## src/rtl/sync_line_decoder.sv

```systemverilog
// Registered binary-to-one-hot line decoder with a valid/ready input
// handshake, level or fixed-width pulse output, out-of-range error
// flagging and a saturating accept counter.
module sync_line_decoder #(
    parameter int SEL_W     = 2,
    parameter int N_OUT     = 4,
    parameter int PULSE_LEN = 1,
    parameter int CNT_W     = 8
) (
    input  logic             clk,
    input  logic             rst,
    input  logic             en,
    input  logic             clr,
    input  logic             mode,
    input  logic             in_valid,
    input  logic [SEL_W-1:0] in_sel,
    output logic             in_ready,
    output logic [N_OUT-1:0] dec_out,
    output logic             out_valid,
    output logic             err,
    output logic             busy,
    output logic [CNT_W-1:0] accept_cnt
);

    localparam int              PC_W       = $clog2(PULSE_LEN + 1);
    localparam logic [SEL_W:0]  N_OUT_V    = (SEL_W + 1)'(N_OUT);
    localparam logic [PC_W-1:0] PULSE_LAST = PC_W'(PULSE_LEN);

    typedef enum logic [1:0] {
        IDLE  = 2'd0,
        HOLD  = 2'd1,
        PULSE = 2'd2
    } state_t;

    state_t           state_q, state_d;
    logic [N_OUT-1:0] dec_q, dec_d;
    logic             out_valid_q, out_valid_d;
    logic             err_q, err_d;
    logic [CNT_W-1:0] cnt_q, cnt_d;
    logic [PC_W-1:0]  pcnt_q, pcnt_d;

    logic             accept;
    logic             code_err;
    logic [N_OUT-1:0] dec_code;

    // Handshake: no new code while a pulse is on the lines or the clock is gated
    always_comb begin
        in_ready = en && (state_q != PULSE);
        busy     = (state_q == PULSE);
        accept   = en && in_valid && in_ready && !clr;
    end

    // One-hot decode of the incoming code; codes past the last line decode to zero
    always_comb begin
        code_err = ({1'b0, in_sel} >= N_OUT_V);
        dec_code = code_err ? '0 : ({{(N_OUT - 1){1'b0}}, 1'b1} << in_sel);
    end

    // Next state: clear beats accept; pulse counter counts cycles already shown
    always_comb begin
        state_d     = state_q;
        dec_d       = dec_q;
        out_valid_d = out_valid_q;
        err_d       = err_q;
        cnt_d       = cnt_q;
        pcnt_d      = pcnt_q;
        if (en) begin
            if (clr) begin
                state_d     = IDLE;
                dec_d       = '0;
                out_valid_d = 1'b0;
                err_d       = 1'b0;
                cnt_d       = '0;
                pcnt_d      = '0;
            end else if (accept) begin
                dec_d       = dec_code;
                err_d       = code_err;
                out_valid_d = 1'b1;
                if (cnt_q != '1) begin
                    cnt_d = cnt_q + 1'b1;
                end
                if (mode) begin
                    state_d = PULSE;
                    pcnt_d  = PC_W'(1);
                end else begin
                    state_d = HOLD;
                    pcnt_d  = '0;
                end
            end else if (state_q == PULSE) begin
                if (pcnt_q >= PULSE_LAST) begin
                    state_d     = IDLE;
                    dec_d       = '0;
                    out_valid_d = 1'b0;
                    err_d       = 1'b0;
                    pcnt_d      = '0;
                end else begin
                    pcnt_d = pcnt_q + 1'b1;
                end
            end
        end
    end

    // State and output registers with asynchronous reset
    always_ff @(posedge clk or posedge rst) begin
        if (rst) begin
            state_q     <= IDLE;
            dec_q       <= '0;
            out_valid_q <= 1'b0;
            err_q       <= 1'b0;
            cnt_q       <= '0;
            pcnt_q      <= '0;
        end else begin
            state_q     <= state_d;
            dec_q       <= dec_d;
            out_valid_q <= out_valid_d;
            err_q       <= err_d;
            cnt_q       <= cnt_d;
            pcnt_q      <= pcnt_d;
        end
    end

    assign dec_out    = dec_q;
    assign out_valid  = out_valid_q;
    assign err        = err_q;
    assign accept_cnt = cnt_q;

endmodule

```

## config.mk

```make
export PLATFORM = sky130hd
export DESIGN_NAME = sync_line_decoder
export DESIGN_NICKNAME = d
export VERILOG_FILES = /design/src/rtl/sync_line_decoder.sv
export SDC_FILE = /design/constraint.sdc
export NUM_CORES = 1
export LEC_CHECK = 0
export ABC_AREA = 0
export BUFFER_PORTS_ARGS = -buffer_cell sky130_fd_sc_hd__buf_2
export CAP_MARGIN = 40
export CORE_ASPECT_RATIO = 0.9
export CORE_MARGIN = 2
export CORE_UTILIZATION = 28
export CTS_CLUSTER_SIZE = 20
export DETAILED_ROUTE_END_ITERATION = 6
export PLACE_DENSITY = 0.51
export SLEW_MARGIN = 40
export SYNTH_ARGS = -nofsm -noshare
export SYNTH_HDL_FRONTEND = slang
export SYNTH_SLANG_ARGS = --single-unit
```

## constraint.sdc

```tcl
create_clock -name clk -period 2.6 [get_ports clk]
set_input_delay 0.52 -clock clk [delete_from_list [all_inputs] [get_ports clk]]
set_output_delay 0.52 -clock clk [all_outputs]
set_load 0.005 [all_outputs]
```

==> results of run 1 <==
[worst paths after layout]
check	start	end	slack [ns]
setup / recovery	state_q[1]	in_ready	0.79
hold / removal	rst	accept_cnt[0]	0.28
setup reg to reg	accept_cnt[0]	accept_cnt[7]	0.89
hold reg to reg	out_valid	out_valid	0.49
max in group asynchronous	rst	state_q[1]	1.92
min in group clk	in_sel[1]	dec_out[1]	0.44
[kinds of logic after synthesis]
group / after synthesis
fa+ha+maj: 1
buf+inv: 6
simple gates: 28
flops: 16
mux: 1
compound gates: 27
other cells: 1
[flip-flops by register name (all words and copies together), names as in the netlist]
register / count
state_q: 2
out_valid: 1
dec_out: 4
accept_cnt: 8
pcnt_q: 1
[cell usage in the layout, fill, tap and decap left out, drive strengths merged, types with 2 or more instances in the layout]
| cell | n |
|---|---|
| dfrtp | 16 |
| a221o | 2 |
| nand4 | 2 |
| nand3 | 4 |
| nand2b | 2 |
| a22o | 3 |
| o21ai | 2 |
| nor2 | 5 |
| inv | 4 |
| nor3 | 3 |
| buf | 22 |
| nand2 | 6 |
| o2bb2ai | 4 |
| o211ai | 2 |
| a21o | 5 |
| and2 | 2 |
| clkbuf | 4 |
[synth_stat cells, drive strengths merged, types with 2 or more instances]
library cell,number
dfrtp,16
nand2,6
a21o,5
nor2,5
inv,4
nand3,4
o2bb2ai,4
a22o,3
nor3,3
a221o,2
and2,2
buf,2
nand2b,2
nand4,2
o211ai,2
o21ai,2
[power by group through the flow]
stage	clock network, mW	logic [mW]	registers, mW
6_report	0.174	0.0867	0.286
5_1_grt	0.192	0.0990	0.290
4_1_cts	0.177	0.0890	0.286
3_5_place_dp	0	0.0884	0.291
3_3_place_gp	0	0.0875	0.290
2_1_floorplan	0	0.0534	0.289
[area by class of cell]
class                           instances  area (µm²)  share of cell area
Timing Repair Buffer                   22         110               0.105
Sequential cell                        16         400               0.383
Tap cell                               42        52.6              0.0503
Multi-Input combinational cell         58         430               0.412
Inverter                                4        15.0              0.0144
Clock buffer                            4        36.3              0.0347
[routing by layer]
layer,part of all wire,GRT usage
met1,0.49,0.175
met2,0.45,0.167
met3,0.043,0.0321
met4,0.014,0.0762
met5,0,0
[per-stage QoR]
step | instance area [µm²] | hold WS [ns] | setup slack, ns | total power, mW | instances
2_1_floorplan | 861 | 0.434 | 1.02 | 0.343 | 80
3_3_place_gp | 1010 | 0.457 | 0.957 | 0.378 | 142
3_5_place_dp | 1010 | 0.468 | 0.920 | 0.379 | 142
4_1_cts | 1040 | 0.312 | 0.763 | 0.552 | 146
5_1_grt | 1040 | 0.346 | 0.643 | 0.581 | 146
6_report | 1040 | 0.284 | 0.786 | 0.547 | 146
==> flow_summary.ini, run 1 <==
[power_and_ir_drop]
p_clk_frac = 0.318
p_int_mw = 0.391
peakVddDrop_uv = 222
p_comb_frac = 0.159
power.density_nw_per_um2 = 523
p_seq_frac = 0.524
cellLeakagePower_nw = 0.527
switchingPower_mw = 0.155
swShare = 0.284

[clock_tree]
cts_tree = built
clock_latency_ns = 0.29
clk_pin_slew_ns = 0.11
cts.path.max_buffers = 2
ctsResizeCount = 0
cts_buffers = 3
hold_buffers = 0
clock-sinks = 16
h-tree-depth = 1
root_buffer = clkbuf_4
postCtsSetupRepairBufs = 0

[final_layout]
drive_above_1_share = 0.308
fillCellCount = 331
final_core_util = 0.349
antenna_cells = 0
fin_nets = 114
area_growth_pct = 21.4

[yosys]
yosys.area_share.simple = 0.195
synthAdderAreaFrac = 0.0145
netlist_area_um2 = 861
synth_nets = 89
synth_xor_area_frac = 0
synth_seq_cells = 16
yosys_warnings = 0
synth_top_family_by_area = compound AO/OA/AOI/OAI gates
muxShareOfSynthArea = 0.0131
postSynthAreaPerCell_um2 = 10.8
synth_compound_area_frac = 0.273
synth_edf_count = 0
netlist.area_leader.share = 0.465
synthCells = 80
synth_cell_type_count = 37
synth_area_leader_cell = dfrtp_1
ys_seq_area_frac = 0.465
yosys-top-cells-area = dfrtp_1 (47%), a21o_1 (4.4%), o2bb2ai_1 (4.1%)
synthFlopType = dfrtp_1
async_flop_share = 1.00

[detailed_routing]
wl_um = 1920
drc = 0
firstDrtPassIters = 5
drt_iter0_markers = 29
via_per_inst = 4.86
num_vias = 709
post_drt_wl_per_cell_um = 13.1
ant_nets = 0

[grt]
grt_first_pass_wirelength_um = 3370
grt_pass1_vias = 670
antenna_found_initial = 0
overflow = 0
grt_max_degree = 17
track_usage = 0.124

[floorplanning]
initial_core_util = 0.287
die_y_um = 56.6
pin_count = 24
dieArea_um2 = 3530
rows = 19
core-area_um2 = 3000
die_x_um = 62.4

[run]
cap_viol_max_count = 0

[sta]
finalHoldViolCount = 0
fin_crit_ns = 1.81
slew-limit-headroom = 0.586
final.setup.tns_ns = 0
timing.fmax_mhz = 551
period_share = 0.698
setup_viol = 0
rsz0062_at_grt = no
worst_slew_pin_slew_ns = 0.620
finClkSkew_ns = 0.00341
slew_violations = 0

[worst_setup_path]
max_stage_delay_ns = 0.40
cp_max_fo = 8
crit_cells = 4
required_ns = 2.08
critPathKind = flip-flop to output pin
crit_chain = nand2b_1, inv_1, nor2_1, buf_2
reg2reg_depth = 5
worst_setup_path_end_kind = output pin
startpoint_type = flip-flop
critPathBufInv = 2
arrival_ns = 1.29
cp_slowest_cell = dfrtp_1
crit_family = flip-flops

[placed_design]
io_buffers = 22
dpl.hpwl_um = 1420
gp_congestion = 0.756

[status]
status = finished, final reports clean

[worst_hold_path]
hp-class = primary input to async pin
No activity file was read; power rests on OpenSTA's default activity.
==> run 2, diff against run 1 <==
ABC_AREA = 1   (was 0)
PLACE_DENSITY = 0.53   (was 0.51)
clock period = 1.6 ns   (was 2.6 ns; I/O delays follow)
==> run 2 against run 1 <==
Against the previous run: sequential power increased by 55%; clock power increased by 54%; worst setup slack lost 0.61 ns; synthesized cell count grew 38%; combinational power rose by 26%; critical endpoint is now accept_cnt[4]; highest routed layer unchanged.
==> flow_summary.ini, run 2 <==
[clock_tree]
cts.path.max_buffers = 2
hold_buffers = 0
cts_buffers = 3
h-tree-depth = 1
clock_latency_ns = 0.28
cts_tree = built
clk_pin_slew_ns = 0.10
root_buffer = clkbuf_4
ctsResizeCount = 0
postCtsSetupRepairBufs = 0
clock-sinks = 16

[yosys]
async_flop_share = 1.00
synth_edf_count = 0
synth.most_common_cell = nand2_1
synth_area_leader_cell = dfrtp_1
postSynthAreaPerCell_um2 = 7.76
synth_nets = 119
netlist.area_leader.share = 0.469
netlist_area_um2 = 853
yosys-top-cells-area = dfrtp_1 (47%), nand2_1 (18%), nand3_1 (6.5%)
yosys_warnings = 0
synthCells = 110
synthFlopType = dfrtp_1
ys_seq_area_frac = 0.469
synth_cell_type_count = 22
synth_seq_cells = 16
ys_top_cells_by_count = nand2_1 (41), dfrtp_1 (16), inv_1 (14), nand3_1 (11), nor2_1 (5)

[detailed_routing]
drc = 0
via_per_inst = 4.22
firstDrtPassIters = 4
wl_um = 1670
ant_nets = 0
num_vias = 739
post_drt_wl_per_cell_um = 9.54
drt_iter0_markers = 31

[final_layout]
fin_nets = 145
fin_area_um2 = 1040
largest_register_ffs = 8
final_common_cell = nand2_1
final_cell_mix = nand2_1 (41), buf_2 (22), dfrtp_1 (15)
instances_no_fill = 175
final_core_util = 0.369
drive_above_1_share = 0.281
area_growth_pct = 21.8
antenna_cells = 0

[sta]
slew_violations = 0
holdWs_ns = 0.0167
fin_crit_ns = 1.42
setup_viol = 0
finClkSkew_ns = 0.00111
timing.fmax_mhz = 704
finalHoldViolCount = 0
rsz0062_at_grt = no
final.setup.tns_ns = 0
period_share = 0.888

[power_and_ir_drop]
cellLeakagePower_nw = 0.600
power.density_nw_per_um2 = 789
peakVddDrop_uv = 429

[grt]
track_usage = 0.107
grt_first_pass_wirelength_um = 3010
grt_pass1_vias = 687
antenna_found_initial = 0
grt_max_degree = 17
overflow = 0

[floorplanning]
dieArea_um2 = 3510
initial_core_util = 0.303
core-area_um2 = 2820
die_y_um = 56.4
pin_count = 24
die_x_um = 62.2
rows = 18

[status]
status = finished, final reports clean

[worst_setup_path]
startpoint_type = flip-flop
required_ns = 1.76
critPathKind = flip-flop to flip-flop
worst_setup_path_end_kind = flip-flop
r2r_end = accept_cnt[4]
rrSetupSlack_ns = 0.18
arrival_ns = 1.58
r2r_start = accept_cnt[1]
reg2reg_depth = 6
cp_max_fo = 12

[placed_design]
placed_cells = 171
post_dp_cell_area_um2 = 1000
dpl.hpwl_um = 1340
gp_congestion = 0.783
io_buffers = 22

[run]
cap_viol_max_count = 0

[worst_hold_path]
hp-class = primary input to async pin
run 2: changes by cell type in the layout (fill, tap and decap cells not counted), sizes merged, moves of 3 or more:
cell,change
nand3,+8
inv,+10
a22o,-3
a21o,-5
nand2,+38
o2bb2ai,-4
o21ai,+3
nor3,-3
run 2: worst max-delay path by stage:
stage                   from       endpoint  slack, ns  cells after the start
2_1_floorplan  accept_cnt[0]  accept_cnt[0]       0.29                      8
4_1_cts        accept_cnt[0]  accept_cnt[4]       0.15                      6
6_report       accept_cnt[1]  accept_cnt[4]       0.18                      6
3_3_place_gp   accept_cnt[0]  accept_cnt[6]       0.21                      6
3_5_place_dp   accept_cnt[0]  accept_cnt[4]       0.18                      6
5_1_grt        accept_cnt[1]  accept_cnt[4]       0.04                      7
run 2: kinds of logic (layout without fill, tap and decap cells):
group | count (synthesis) | in the layout | share of synthesized area
AOI/OAI and AO/OA | 8 | 8 | 0.0645
buffers and inverters | 16 | 41 | 0.0836
xor gates and xnor gates | 1 | 1 | 0.0103
DFF | 16 | 16 | 0.469
other | 1 | 1 | 0.00439
and+or+nand+nor | 67 | 67 | 0.353
adders and majority gates | 1 | 1 | 0.0147
run 2: critical path: stages (launching register included):
cell     delay [ns]
dfrtp_1        0.43
ha_1           0.21
nand2_2        0.09
nor2_4         0.15
nand3_2        0.08
nand2_2        0.21
o21ai_0        0.13
run 2: routing by layer:
layer	track usage	share of wire	vias up
met5	0	0	-
met4	0.0190	0.0072	0
met3	0.0481	0.064	2
met2	0.158	0.40	16
met1	0.145	0.53	327
li1	-	-	394
run 2: layout make-up:
type	count	area, µm²
flip-flops and latches	16	402
well taps	40	50.0
fillers	311	1780
clock buffers	4	36.3
inverters	14	52.6
multi-input cells	78	382
repair buffers	23	118
run 2: stage by stage:
step / worst slack, ns / power [mW]
after global placement: 0.207 / 0.562
after floorplan: 0.294 / 0.521
after detailed placement: 0.175 / 0.563
after global routing: 0.0386 / 0.880
final: 0.180 / 0.821
after CTS: 0.150 / 0.835
run 2: report_power, final:
part	switching [mW]	internal (mW)
Clock	0.129	0.138
Combinational	0.0660	0.0433
Sequential	0.0172	0.426
